<file path="config.mk">
export PLATFORM = sky130hd
export DESIGN_NAME = fifo_rd_drain
export DESIGN_NICKNAME = d
export VERILOG_FILES = /design/src/rtl/fifo_rd_pkg.sv /design/src/rtl/fifo_rd_skid.sv /design/src/rtl/fifo_rd_drain.sv
export SDC_FILE = /design/constraint.sdc
export NUM_CORES = 1
export LEC_CHECK = 0
export ABC_AREA = 1
export CAP_MARGIN = 25
export CORE_ASPECT_RATIO = 0.6
export CORE_MARGIN = 1
export CORE_UTILIZATION = 53
export DETAILED_ROUTE_END_ITERATION = 10
export PLACE_DENSITY = 0.81
export SLEW_MARGIN = 10
export SYNTH_ARGS = -nofsm -noshare
export SYNTH_HDL_FRONTEND = slang
export SYNTH_SLANG_ARGS = --single-unit
</file>
<file path="constraint.sdc">
create_clock -name clk -period 4.55 [get_ports clk]
set_input_delay 0.455 -clock clk [delete_from_list [all_inputs] [get_ports clk]]
set_output_delay 0.455 -clock clk [all_outputs]
set_load 0.01 [all_outputs]
</file>
<file path="src/rtl/fifo_rd_pkg.sv">
// Shared types and constants for the FIFO read-side drain master.
// Optional sticky error logic is enabled with FIFO_RD_ERR_EN.
package fifo_rd_pkg;
  typedef enum logic [1:0] {IDLE, RUN, DRAIN} rd_state_t;
  localparam int SKID_DEPTH = 2;
  localparam int DEF_FIFO_WIDTH = 16;
endpackage

</file>
<file path="src/rtl/fifo_rd_skid.sv">
// Two-entry skid buffer; head is a register so the output has no
// combinational path from the FIFO data port.
module fifo_rd_skid
  import fifo_rd_pkg::*;
#(
  parameter int W = DEF_FIFO_WIDTH
) (
  input  logic         clk,
  input  logic         rst,
  input  logic         wr,
  input  logic [W-1:0] din,
  input  logic         pop,
  output logic [1:0]   occ,
  output logic [W-1:0] head
);

  logic [W-1:0] tail;

  always_ff @(posedge clk) begin
    if (rst) begin
      occ  <= 2'd0;
      head <= '0;
      tail <= '0;
    end else begin
      unique case ({wr, pop})
        2'b10: begin
          if (occ == 2'd0) head <= din;
          else             tail <= din;
          occ <= occ + 2'd1;
        end
        2'b01: begin
          head <= tail;
          occ  <= occ - 2'd1;
        end
        2'b11: begin
          // occupancy unchanged: head advances, new word fills the tail
          if (occ == 2'd1) begin
            head <= din;
          end else begin
            head <= tail;
            tail <= din;
          end
        end
        default: ;
      endcase
    end
  end

endmodule

</file>
<file path="src/rtl/fifo_rd_drain.sv">
// FIFO read-side master: credit-based pops into a skid buffer, valid/ready out.
// Define FIFO_RD_ERR_EN to add the fifo_underflow input and sticky err.
module fifo_rd_drain
  import fifo_rd_pkg::*;
#(
  parameter int FIFO_WIDTH = DEF_FIFO_WIDTH,
  parameter int CNT_W      = 16
) (
  input  logic                  clk,
  input  logic                  rst,
  input  logic                  enable,
  input  logic                  fifo_empty,
  input  logic [FIFO_WIDTH-1:0] fifo_dout,
`ifdef FIFO_RD_ERR_EN
  input  logic                  fifo_underflow,
`endif
  output logic                  fifo_rd_en,
  output logic                  m_valid,
  input  logic                  m_ready,
  output logic [FIFO_WIDTH-1:0] m_data,
  output logic                  busy,
  output logic [CNT_W-1:0]      rd_count,
  output logic                  err
);

  rd_state_t  state;
  logic       in_flight;
  logic [1:0] occ;
  logic       pop_out;
  logic [2:0] used;
  logic [2:0] limit;

  assign m_valid = (occ != 2'd0);
  assign pop_out = m_valid & m_ready;

  // a word leaving this cycle frees its slot for a pop issued now
  assign used  = {1'b0, occ} + {2'b0, in_flight};
  assign limit = 3'(SKID_DEPTH) + {2'b0, pop_out};

  assign fifo_rd_en = (state == RUN) & ~fifo_empty & (used < limit);
  assign busy = (state != IDLE) | in_flight | (occ != 2'd0);

  fifo_rd_skid #(.W(FIFO_WIDTH)) u_skid (
    .clk  (clk),
    .rst  (rst),
    .wr   (in_flight),
    .din  (fifo_dout),
    .pop  (pop_out),
    .occ  (occ),
    .head (m_data)
  );

  always_ff @(posedge clk) begin
    if (rst) begin
      state     <= IDLE;
      in_flight <= 1'b0;
      rd_count  <= '0;
    end else begin
      in_flight <= fifo_rd_en;
      if (pop_out) rd_count <= rd_count + 1'b1;
      unique case (state)
        IDLE:  if (enable) state <= RUN;
        RUN:   if (!enable) state <= DRAIN;
        DRAIN: begin
          if (enable) state <= RUN;
          else if (!in_flight && occ == 2'd0) state <= IDLE;
        end
        default: state <= IDLE;
      endcase
    end
  end

`ifdef FIFO_RD_ERR_EN
  always_ff @(posedge clk) begin
    if (rst) err <= 1'b0;
    else if ((fifo_underflow & in_flight) | (fifo_rd_en & fifo_empty))
      err <= 1'b1;
  end
`else
  assign err = 1'b0;
`endif

endmodule

</file>
Word level (Yosys, flattened, before mapping)
Index checks and enable logic that the tools add are counted.
{"block": "totals", "reg_bits": 53, "latch_bits": 0, "mem_bits_rw": 0, "romBits": 0, "input_bits": 21, "out_inout_bits": 36, "elab_cells": 54, "n_memories": 0}
{"block": "op_classes", "addsub": 5, "multipliers": 0, "div_mod_pow": 0, "order_cmp": 1, "eq_ne": 12, "shifts": 0, "muxes": 12, "bitwise_logic": 6, "reduce_logical": 12}
{"operator": "two-way mux 16 bit", "count": 4}
{"operator": "one-hot mux 16 bit (3 select lines)", "count": 1}
{"operator": "one-hot mux 16 bit (2 select lines)", "count": 1}
{"operator": "adder 16 x 1 -> 16 bit, second input constant", "count": 1}
{"operator": "!= test 2 bit, second input constant", "count": 5}
{"operator": "two-way mux 2 bit", "count": 4}
{"operator": "nonzero test 2 bit", "count": 4}
{"operator": "== test 2 x 1 -> 1 bit, second input constant", "count": 3}
{"operator": "== test 2 bit, second input constant", "count": 3}
{"operator": "one-hot mux 2 bit (3 select lines)", "count": 1}
{"operator": "AND reduction 3 bit", "count": 2}
{"operator": "zero test 2 bit", "count": 2}
{"operator": "one-hot mux 2 bit (2 select lines)", "count": 1}
{"operator": "adder 2 x 1 -> 3 bit", "count": 1}
{"operator": "adder 2 x 1 -> 3 bit, first input constant", "count": 1}
{"operator": "bitwise AND 1 bit", "count": 3}
{"operator": "< comparator 3 bit", "count": 1}
{"operator": "!= test 3 bit, second input constant", "count": 1}
{"operator": "nonzero test 3 bit", "count": 1}
{"operator": "adder 2 x 1 -> 2 bit, second input constant", "count": 1}
{"operator": "bitwise OR 1 bit", "count": 2}
{"operator": "AND reduction 2 bit", "count": 1}
{"operator": "subtractor 2 x 1 -> 2 bit, second input constant", "count": 1}
{"operator": "logical AND 1 bit", "count": 1}
{"operator": "2 further kinds", "count": 2}

Longest topological paths before layout
{"block": "depth", "depth_word": 5, "mapped_depth": 9, "depth_no_buf": 9}

Hierarchy
A second synthesis with hierarchy kept.
{"block": "hier_totals", "hier_cells": 405, "hier_area_um2": 2864.0}
{"mod": "fifo_rd_skid", "n_inst": 1, "cells_per_inst": 259, "area_each_um2": 1808.0, "seq_area_each_um2": 680.7}
{"mod": "fifo_rd_drain", "n_inst": 1, "cells_per_inst": 146, "area_each_um2": 1056.0, "seq_area_each_um2": 380.4}

Least setup slack after synthesis
No wires, ideal clock.
{"block": "synth_timing", "path_type": "reg2out", "from": "register u_skid.occ[0]", "to": "output fifo_rd_en", "t_arrival_ns": 1.307, "t_required_ns": 4.095, "path_slack_ns": 2.788, "stages_incl_launch_ff": 8, "path_buffers": 0, "cell_sequence": "dfxtp_1 > inv_1 > ha_1 > nor2_4 > inv_4 > o21ai_0 > inv_1 > nor2_1"}
{"block": "synth_via", "elab_chain_cells": 5, "word_cells_on_any_way": 6, "classes_between": "2 x add/sub; 1 x order compare; 2 x bitwise; 1 x reduce/logical"}
{"item": "start, declared", "line_no": "fifo_rd_skid.sv:13", "rtl": "output logic [1:0] occ,"}
{"item": "start signal, assigned", "line_no": "fifo_rd_skid.sv:29", "rtl": "occ <= occ + 2'd1;"}
{"item": "start signal, assigned", "line_no": "fifo_rd_skid.sv:33", "rtl": "occ <= occ - 2'd1;"}
{"item": "nonzero test 2 bit", "line_no": "fifo_rd_drain.sv:33", "rtl": "assign m_valid = (occ != 2'd0);"}
{"item": "bitwise AND 1 bit", "line_no": "fifo_rd_drain.sv:34", "rtl": "assign pop_out = m_valid & m_ready;"}
{"item": "adder 2 x 1 -> 3 bit", "line_no": "fifo_rd_drain.sv:38", "rtl": "assign limit = 3'(SKID_DEPTH) + {2'b0, pop_out};"}
{"item": "< comparator 3 bit (*)", "line_no": "fifo_rd_drain.sv:40", "rtl": "assign fifo_rd_en = (state == RUN) & ~fifo_empty & (used < limit);"}
{"item": "bitwise AND 1 bit (*)", "line_no": "fifo_rd_drain.sv:40"}
{"item": "end, declared", "line_no": "fifo_rd_drain.sv:17", "rtl": "output logic fifo_rd_en,"}
Every way passes the cells marked *; elsewhere a longest branch is shown, timed or not.

Worst setup path after layout
Same ends and word-level chain as after synthesis.

==> results.yml <==
drt:
  antenna_left: 0
  route.detailed.wl_per_inst_um: 13.3
  detail_routed_via_count_per_cell: 5.20
  detailedRoute.firstPassIterationCount: 4
  drt_wl_total_mm: 5.96
  routed-via-count: 2334
  remaining_drc_errors: 0
  first_iter_violations: 144
min_path:
  min-delay-start: "rd_count[11]"
  hold-path-cell-count: 2
  worst_hold_path_class: "flop to flop"
  timing.hold.worst_endpoint: "rd_count[11]"
logic_synthesis:
  syn_area_sq_um: 2480
  ys_seq_elements: 53
  yosys_most_used_dff: "dfxtp_1"
  netlist.area_leader.share_pct: 42.8
  postSynthAreaPerCell_sq_um: 7.28
  synth.yosys.seq_area_share_pct: 42.8
  synth.area.top_cells: "dfxtp_1 43%, nand2_1 8.5%, a21oi_1 7.9%"
  syn_nets: 368
  synthesis.yosys.warnings: 0
  synth_enable_flop_cells: 0
  synth.lib_cells_used.distinct: 32
  synthMostInstantiatedCell: "nand2_1"
  yosys.area.top_type: "dfxtp_1"
  netlist_instances: 340
  postSynth.asyncResetShare_pct: 0
  synthTopCellsByCount: "56 x nand2_1, 53 x dfxtp_1, 42 x inv_1, 39 x a21oi_1, 39 x o21ai_0"
critical_path:
  worstPathCellList: "inv_1, ha_1, nor2_4, inv_4, o21ai_0, inv_1, nor2_1, clkdlybuf4s50_1"
  timing.critical_path.slowest_stage_cell: "clkdlybuf4s50_1"
  cp_common_cell: "inv_1"
  timing.critical_path.from_type: "flop"
  r2r.worst_path.cells: 7
  r2r_slack_ns: 2.49
  worst-setup-path-type: "flop to primary output"
  critical_path_cell_count: 8
  worst-path-max-fanout: 7
  critical_path.top_delay_family: "buffers and inverters"
  crit_path_end_kind: "primary output"
  worstReg2RegStart: "u_skid.occ[0]"
  worst-endpoint-required_ns: 4.09
  max_stage_delay_ns: 0.54
  cp.buffers_inverters: 4
  worst_r2r_endpoint: "u_skid.tail[15]"
  timing.critical_path.arrival_ns: 2.22
die:
  floorplan.die_area_sq_um: 4960
  initial_core_util_pct: 57.6
  floorplan.core_area_sq_um: 4300
  io-pin-count: 57
  die_h_um: 54.9
  floorplan.rows: 18
  dieWidth_um: 90.2
power:
  intPower_uw: 767
  power.static_leakage_nw: 1.29
  p_per_area_nw_per_um2: 339
  pwr-share-seq_pct: 48.9
  combPwrFrac_pct: 21.9
  finalPower_mw: 1.06
  p_sw_share_pct: 27.9
  vdd_drop_max_v: 0.000197
  p_switching_uw: 296
  share_clk_of_total_power_pct: 29.2
job:
  drv_cap: 0
timing:
  maxSlewViolCount: 0
  setup_viol: 0
  min_period_ns: 2.68
  final_min_period_over_clock_period_pct: 58.9
  hold_violations: 0
  setup_total_negative_slack_ns: 0
  timing.slew.headroom_pct: 44.3
  hold_slack_ns: 0.506
  final.setup_skew_ns: 0.00735
  grt_setup_unrepaired: "no"
  max_slew.worst_pin.slew_ns: 0.835
  fmax_mhz: 373
clock_tree:
  cts_tree: "built"
  cts_made_buffers: 5
  post-cts-setup-buffer-count: 0
  clk_root_buffer_cell: "clkbuf_8"
  clock_latency_ns: 0.30
  cts.hold.buffers_added: 0
  cts.sinks: 53
  ctsLongestPathBuffers: 2
  clkTransAtPathRegs_ns: 0.09
  h-tree-depth: 2
  postCtsResizedCells: 0
final_layout:
  n_fill_cell: 369
  finalCoreUtilization_pct: 73.0
  finalNetCount: 417
  layout.area.seq_sq_um: 1060
  multi_input_area_sq_um: 1150
  antennaDiodeCount: 0
  drive_gt1_share_pct: 5.14
  areaGrowthSynthToFinish_pct: 26.8
  post-route-cell-area_sq_um: 3140
grt:
  largest_net_degree_at_the_start_of_global_routing: 33
  grt_util_all_layers_pct: 25.6
  grt-ovfl-total: 0
  first_pass_grt_wire_length_mm: 9.63
  number_of_global_route_vias_before_repair: 2017
  antenna_violations_before_repair: 0
placed_design:
  dpl_cell_area_sq_um: 3040
  io_buffers: 55
  routabilityCongestion: 0.930
  place.detailed.hpwl_mm: 4.34
run_status:
  status: "finished, final reports clean"
==> stage by stage <==
step / cells / setup slack [ns]
3_5_place_dp: 442 / 1.92
5_1_grt: 449 / 1.70
6_report: 449 / 1.87
4_1_cts: 449 / 1.88
3_3_place_gp: 441 / 1.95
2_1_floorplan: 340 / 2.79
==> per-layer routing <==
layer,up-vias,track usage [%],share of wire (%)
met5,-,0,0
met4,0,8.06,0.70
met3,6,7.79,8.0
met2,85,39.1,42
met1,1040,35.1,49
li1,1203,-,-
==> cell type report <==
type | count | share of cell area (%)
multi-input cells | 229 | 36.8
flip-flops and latches | 53 | 33.8
repair buffers | 56 | 18.4
inverters | 44 | 5.34
well taps | 60 | 2.39
clock buffers | 5 | 2.19
clock inverters | 2 | 1.12
==> logic make-up (layout without fill, tap and decap cells) <==
group           count (synthesis)  after routing  synth area share, %
other cells                     1              1                0.151
buf+inv                        58            107                 10.5
simple gates                  121            121                 21.4
flops                          53             53                 42.9
xor+xnor                        3              3                 1.06
compound gates                 97             97                 20.5
fa+ha+maj                       7              7                 3.54
==> worst min-delay path: cells and delay by family (launching register included) <==
kind / cells / cell delay (ns)
AO/OA/AOI/OAI: 1 / 0.05
buffers and inverters: 1 / 0.06
flip-flops: 1 / 0.35
==> state kept, by name, summed over array words and instances, names as in the netlist <==
name         flops
rd_count        16
u_skid.head     16
u_skid.tail     16
state            2
u_skid.occ       2
in_flight        1
==> cell usage in the layout, fill, tap and decap left out <==
cell | netlist | layout
o21ai_0 | 39 | 39
nand3b_1 | 3 | 3
nor2_4 | 1 | 1
nor3_2 | 1 | 1
clkinv_2 | 0 | 1
o21ai_2 | 1 | 1
o21a_1 | 1 | 1
ha_1 | 7 | 7
a21oi_1 | 39 | 39
a21oi_2 | 1 | 1
xor2_1 | 3 | 3
clkdlybuf4s50_1 | 0 | 55
o21ai_1 | 15 | 15
nor2_1 | 34 | 34
inv_2 | 1 | 1
conb_1 | 1 | 1
nand3_2 | 1 | 1
inv_4 | 1 | 1
nand2_1 | 56 | 56
nand2_2 | 1 | 1
dfxtp_1 | 53 | 53
clkbuf_8 | 1 | 5
nor4_1 | 1 | 1
or2_2 | 1 | 1
o21ai_4 | 1 | 1
nand4_1 | 6 | 6
bufinv_16 | 0 | 1
nand3_1 | 12 | 12
nor3_1 | 2 | 2
inv_1 | 42 | 42
buf_16 | 0 | 1
nor2_2 | 2 | 2
==> power by group through the flow <==
| stage | clock network [mW] | registers (mW) | logic, mW |
|---|---|---|---|
| 2_1_floorplan | 0 | 0.537 | 0.130 |
| 3_3_place_gp | 0 | 0.529 | 0.224 |
| 3_5_place_dp | 0 | 0.529 | 0.234 |
| 4_1_cts | 0.316 | 0.519 | 0.235 |
| 5_1_grt | 0.333 | 0.524 | 0.261 |
| 6_report | 0.311 | 0.520 | 0.233 |
==> worst max path at each step <==
stage	start	endpoint	slack [ns]
floorplan	u_skid.occ[0]	fifo_rd_en	2.79
finish	u_skid.occ[0]	fifo_rd_en	1.87
global route	u_skid.occ[0]	fifo_rd_en	1.70
detailed placement	m_ready	fifo_rd_en	1.92
global placement	m_ready	fifo_rd_en	1.95
CTS	u_skid.occ[0]	fifo_rd_en	1.88
Power figures use the tool's default switching activity.
